[src/rtl/pwm_pkg.sv]
// Shared constants, pin-mode encoding and the duty compare for the PWM output block.
package pwm_pkg;

   localparam int PWM_CNT_W            = 8;
   localparam logic [PWM_CNT_W-1:0] DUTY_FULL = 8'hFF;
   localparam int PWM_PRESCALE_DEFAULT = 13;
   localparam int NUM_PINS             = 16;

   typedef enum logic [1:0] {
      PIN_LOW  = 2'd0,
      PIN_HIGH = 2'd1,
      PIN_PWM  = 2'd2
   } pin_mode_e;

   // Full scale is special-cased so an all-ones duty never dips at cnt == 255.
   function automatic logic pwm_level(input logic [PWM_CNT_W-1:0] cnt,
                                      input logic [PWM_CNT_W-1:0] duty);
      logic lvl;
      if (duty == DUTY_FULL) begin
         lvl = 1'b1;
      end else begin
         lvl = (cnt < duty);
      end
      return lvl;
   endfunction

   function automatic pin_mode_e pin_mode(input logic en_out, input logic en_pwm);
      pin_mode_e mode;
      if (!en_out) begin
         mode = PIN_LOW;
      end else if (en_pwm) begin
         mode = PIN_PWM;
      end else begin
         mode = PIN_HIGH;
      end
      return mode;
   endfunction

endpackage

[src/rtl/pwm_timebase.sv]
// PWM timebase: prescaler, 8-bit period counter, wrap flag and registered period_start pulse.
module pwm_timebase
   import pwm_pkg::*;
#(
   parameter int PRESCALE = PWM_PRESCALE_DEFAULT
) (
   input  logic                 clk,
   input  logic                 rst_n,
   output logic [PWM_CNT_W-1:0] cnt,
   output logic                 wrap,
   output logic                 period_start
);

   localparam logic [15:0] PRESC_LAST = 16'(PRESCALE - 1);

   logic [15:0] presc;
   logic        tick;

   assign tick = (presc == PRESC_LAST);
   assign wrap = tick && (cnt == '1);

   always_ff @(posedge clk) begin
      if (!rst_n) begin
         presc        <= '0;
         cnt          <= '0;
         period_start <= 1'b0;
      end else begin
         period_start <= (presc == '0) && (cnt == '0);
         if (tick) begin
            presc <= '0;
            cnt   <= cnt + 1'b1;
         end else begin
            presc <= presc + 16'd1;
         end
      end
   end

endmodule

[src/rtl/pwm_peripheral.sv]
// 16-pin PWM output block fed by the SPI register file; one shared duty and timebase.
// Define PWM_SYNC_UPDATE_EN to latch a new duty only at the period boundary.
module pwm_peripheral
   import pwm_pkg::*;
#(
   parameter int PRESCALE = PWM_PRESCALE_DEFAULT
) (
   input  logic                clk,
   input  logic                rst_n,
   input  logic [7:0]          en_reg_out_7_0,
   input  logic [7:0]          en_reg_out_15_8,
   input  logic [7:0]          en_reg_pwm_7_0,
   input  logic [7:0]          en_reg_pwm_15_8,
   input  logic [7:0]          pwm_duty_cycle,
   output logic [NUM_PINS-1:0] pwm_out,
   output logic                period_start
);

   logic [PWM_CNT_W-1:0] cnt;
   logic [PWM_CNT_W-1:0] duty_act;
   logic                 wrap;
   logic [NUM_PINS-1:0]  en_out;
   logic [NUM_PINS-1:0]  en_pwm;
   logic                 pwm_lvl_p0;
   logic [NUM_PINS-1:0]  pin_nxt_p0;

   assign en_out = {en_reg_out_15_8, en_reg_out_7_0};
   assign en_pwm = {en_reg_pwm_15_8, en_reg_pwm_7_0};

   pwm_timebase #(
      .PRESCALE(PRESCALE)
   ) u_timebase (
      .clk          (clk),
      .rst_n        (rst_n),
      .cnt          (cnt),
      .wrap         (wrap),
      .period_start (period_start)
   );

`ifdef PWM_SYNC_UPDATE_EN
   // Shadow loads as cnt wraps 255 -> 0 so a write never cuts a pulse short.
   always_ff @(posedge clk) begin
      if (!rst_n) begin
         duty_act <= '0;
      end else if (wrap) begin
         duty_act <= pwm_duty_cycle;
      end
   end
`else
   logic unused_wrap;
   assign unused_wrap = wrap;
   assign duty_act    = pwm_duty_cycle;
`endif

   // Stage 0: compare and per-pin mode select
   assign pwm_lvl_p0 = pwm_level(cnt, duty_act);

   always_comb begin
      pin_nxt_p0 = '0;
      for (int i = 0; i < NUM_PINS; i++) begin
         case (pin_mode(en_out[i], en_pwm[i]))
            PIN_HIGH: pin_nxt_p0[i] = 1'b1;
            PIN_PWM:  pin_nxt_p0[i] = pwm_lvl_p0;
            default:  pin_nxt_p0[i] = 1'b0;
         endcase
      end
   end

   // Stage 1: registered pin drive
   always_ff @(posedge clk) begin
      if (!rst_n) begin
         pwm_out <= '0;
      end else begin
         pwm_out <= pin_nxt_p0;
      end
   end

endmodule

[config.mk]
export PLATFORM = sky130hd
export DESIGN_NAME = pwm_peripheral
export DESIGN_NICKNAME = d
export VERILOG_FILES = /design/src/rtl/pwm_pkg.sv /design/src/rtl/pwm_timebase.sv /design/src/rtl/pwm_peripheral.sv
export SDC_FILE = /design/constraint.sdc
export NUM_CORES = 1
export LEC_CHECK = 0
export CORE_MARGIN = 1
export CORE_UTILIZATION = 30
export DETAILED_ROUTE_END_ITERATION = 8
export PLACE_DENSITY_LB_ADDON = 0.25
export SYNTH_ARGS = -nofsm -noshare
export SYNTH_HDL_FRONTEND = slang
export SYNTH_SLANG_ARGS = --single-unit
export TNS_END_PERCENT = 10
[constraint.sdc]
create_clock -name clk -period 1.9 [get_ports clk]
set_input_delay 0.475 -clock clk [delete_from_list [all_inputs] [get_ports clk]]
set_output_delay 0.475 -clock clk [all_outputs]
set_load 0.01 [all_outputs]
==> flow_metrics.env <==
export IMPL_outcome="complete, no violations"
export IMPL_pwr_share_comb=0.146
export IMPL_synth_edf_count=0
export IMPL_firstDrtPassIters=4
export IMPL_min_delay_start="u_timebase.cnt[4]"
export IMPL_gr_total_overflow=0
export IMPL_cpMaxStageDelayCell="clkdlybuf4s50_1"
export IMPL_cts_sinks=41
export IMPL_clock_skew_ps=5.84
export IMPL_synthTopCellsByCount="41 x dfxtp_1, 24 x a21oi_1, 22 x nand2_1, 22 x nor2_1, 16 x inv_1"
export IMPL_drc_errors=0
export IMPL_insertion_delay_ps=290
export IMPL_cts_tree="built"
export IMPL_ys_top_cells_by_area="dfxtp_1 43%, ha_1 7.3%, a21oi_1 6.3%"
export IMPL_core_area_mm2=0.00603
export IMPL_layout_nets=348
export IMPL_power_frac_seq=0.478
export IMPL_syn2layout_area_growth_pct=54.3
export IMPL_p_sw_frac=0.228
export IMPL_gp_congestion=0.760
export IMPL_yosys_area_top_type="dfxtp_1"
export IMPL_yosys_most_used_dff="dfxtp_1"
export IMPL_yosys_warnings=0
export IMPL_mappedNetlistArea_mm2=0.00190
export IMPL_hold_viol=0
export IMPL_r2r_start="u_timebase.presc[0]"
export IMPL_cp_arrival_ps=2010
export IMPL_holdWs_ps=518
export IMPL_ant_nets=0
export IMPL_portBuffers=58
export IMPL_root_buffer="clkbuf_8"
export IMPL_initial_core_util=0.315
export IMPL_cp_end_kind="flip-flop"
export IMPL_r2r_end="u_timebase.cnt[2]"
export IMPL_report_final_slew_viol_count=0
export IMPL_yosysUniqueCellTypes=31
export IMPL_start_kind="primary input"
export IMPL_worstMarginPinSlew_ps=416
export IMPL_crit_chain="clkdlybuf4s50_1 -> inv_1 -> ha_1 -> o21a_1 -> nor2_1 -> o32ai_2 -> buf_6 -> a21oi_1"
export IMPL_r2r_setup_slack_ps=130
export IMPL_synthCells=217
export IMPL_worstPathRequired_ps=2080
export IMPL_max_freq_ghz=0.548
export IMPL_synth_seq_cells=41
export IMPL_die_area_mm2=0.00665
export IMPL_grtUsageTotal=0.144
export IMPL_period_minus_slack_ps=1830
export IMPL_p_switching_w=0.000428
export IMPL_vdd_drop_max_uv=442
export IMPL_htreeDepth=2
export IMPL_min_path_cells=2
export IMPL_min_path_type="reg -> reg"
export IMPL_clk_pin_slew_worst_paths_ps=80
export IMPL_die_w_um=81.5
export IMPL_cp_depth=8
export IMPL_hpwl_mm=3.45
export IMPL_cpPeakStageDelay_ps=480
export IMPL_async_reset_ff_frac=0
export IMPL_grt_pass1_wl_mm=7.33
export IMPL_hold_path_end="u_timebase.cnt[4]"
export IMPL_vias_per_cell=4.87
export IMPL_first_iter_violations=101
export IMPL_cellPowerDensity_mw_per_mm2=639
export IMPL_path_buf_inv=3
export IMPL_finalCritPeriodShare=0.961
export IMPL_crit_fanout=8
export IMPL_syn_nets=270
export IMPL_crit_type="in -> reg"
export IMPL_grt_max_degree=15
export IMPL_setup_viol=0
export IMPL_synth_top_cell_area_share=0.432
export IMPL_avgSynthCellArea_um2=8.75
export IMPL_ioPinCount=59
export IMPL_diodes=0
export IMPL_yosysSeqAreaShare=0.432
export IMPL_p_int_w=0.00144
export IMPL_numCtsBuffers=5
export IMPL_clockPowerShare=0.376
export IMPL_routed_wl_mm=5.01
export IMPL_drive_above_1_share=0.172
export IMPL_first_global_vias=1672
export IMPL_max_slew_margin=0.721
export IMPL_antenna_found_initial=0
export IMPL_yosysMostFrequentCell="dfxtp_1"
export IMPL_die_y_um=81.5
export IMPL_grt_setup_unrepaired="false"
export IMPL_reg2reg_depth=7
export IMPL_maxCapViolations=0
export IMPL_clk_path_buf_depth=2
export IMPL_vias=1805
export IMPL_crit_family="buffers and inverters"
export IMPL_leakage_nw=1.14
export IMPL_avgRoutedWirePerCell_um=13.5
export IMPL_finalSetupTns_ps=0
export IMPL_rows=28
flip-flops by register name, indices dropped and copies added (netlist names):
register                 cells
u_timebase.presc            16
u_timebase.period_start      1
u_timebase.cnt               8
pwm_out                     16
worst max-delay path by stage:
stage                        start                 to  slack (ps)
6_report         pwm_duty_cycle[2]        pwm_out[12]          70
5_1_grt        u_timebase.presc[0]  u_timebase.cnt[3]          30
4_1_cts          pwm_duty_cycle[3]         pwm_out[1]          10
3_5_place_dp     pwm_duty_cycle[1]         pwm_out[6]        -480
3_3_place_gp     pwm_duty_cycle[1]         pwm_out[8]        -430
2_1_floorplan    pwm_duty_cycle[7]        pwm_out[10]          10
area by class of cell:
| type | instances | area, µm² |
|---|---|---|
| clock buffers | 5 | 68.8 |
| clock inverters | 3 | 46.3 |
| fillers | 574 | 3100 |
| inverters | 16 | 60.1 |
| multi-input cells | 153 | 1100 |
| flip-flops and latches | 41 | 821 |
| well taps | 75 | 93.8 |
| repair buffers | 78 | 738 |
tightest hold or removal path, delay by kind of cell (launching register included):
kind / cells / cell delay [ps]
flops: 1 / 350
compound gates: 2 / 130
routing by layer:
layer | up-vias | track usage | share of wire
met5 | - | 0 | 0
met3 | 4 | 0.0400 | 0.063
met1 | 832 | 0.165 | 0.44
met4 | 0 | 0.0500 | 0.0076
li1 | 923 | - | -
met2 | 46 | 0.254 | 0.49
placed cells by master, fill, tap and decap left out, types with 2 or more instances in the layout:
cell type	netlist	routed
clkdlybuf4s50_1	0	52
dfxtp_1	41	41
nand2_1	22	22
nor2_1	22	22
buf_4	0	18
a21oi_1	24	15
inv_1	16	13
xnor2_1	11	11
nand3_1	9	9
a21oi_2	0	9
nand4_1	8	8
ha_1	11	8
o31ai_1	6	6
or4_1	6	6
nor4_1	6	6
clkbuf_8	0	5
nor3_1	5	4
xor2_1	4	4
dlygate4sd2_1	0	4
inv_2	0	3
and4_1	3	3
ha_4	0	3
and3_1	2	2
buf_6	1	2
dlymetal6s2s_1	0	2
metrics by stage:
step / power (W) / setup slack (ps) / cells / util / instance area (µm²)
final: 0.00187 / 73.7 / 371 / 0.486 / 2930
after global routing: 0.00196 / 31.7 / 371 / 0.486 / 2930
after global placement: 0.00116 / -432 / 360 / 0.442 / 2670
after floorplan: 0.00100 / 13.5 / 217 / - / 1900
after CTS: 0.00189 / 10.5 / 369 / 0.469 / 2830
after detailed placement: 0.00116 / -478 / 360 / 0.442 / 2670
cells by family (layout without fill, tap and decap cells):
family / count (synthesis) / in the layout / synth area share
and+or+nand+nor: 88 / 89 / 0.249
DFF: 41 / 41 / 0.432
AOI/OAI and AO/OA: 38 / 38 / 0.123
buffers and inverters: 24 / 102 / 0.0541
xor gates and xnor gates: 15 / 15 / 0.0692
adders and majority gates: 11 / 11 / 0.0725
power groups by stage:
stage | combinational (W) | sequential (W) | clock, W
final | 0.000273 | 0.000895 | 0.000704
after global routing | 0.000294 | 0.000898 | 0.000772
after CTS | 0.000254 | 0.000895 | 0.000741
after detailed placement | 0.000248 | 0.000916 | 0
after global placement | 0.000245 | 0.000914 | 0
after floorplan | 0.0000747 | 0.000925 | 0
repair_timing:
item / in CTS / in global routing
endpoints found under the hold margin: 0 / 0
buffers inserted: 0 / 1
endpoints found under the setup margin: 21 / 37
hold buffers: 0 / 0
pin swaps: 2 / 3
resized for setup: 14 / 17
cloned: 1 / 1
Power figures use the tool's default switching activity.
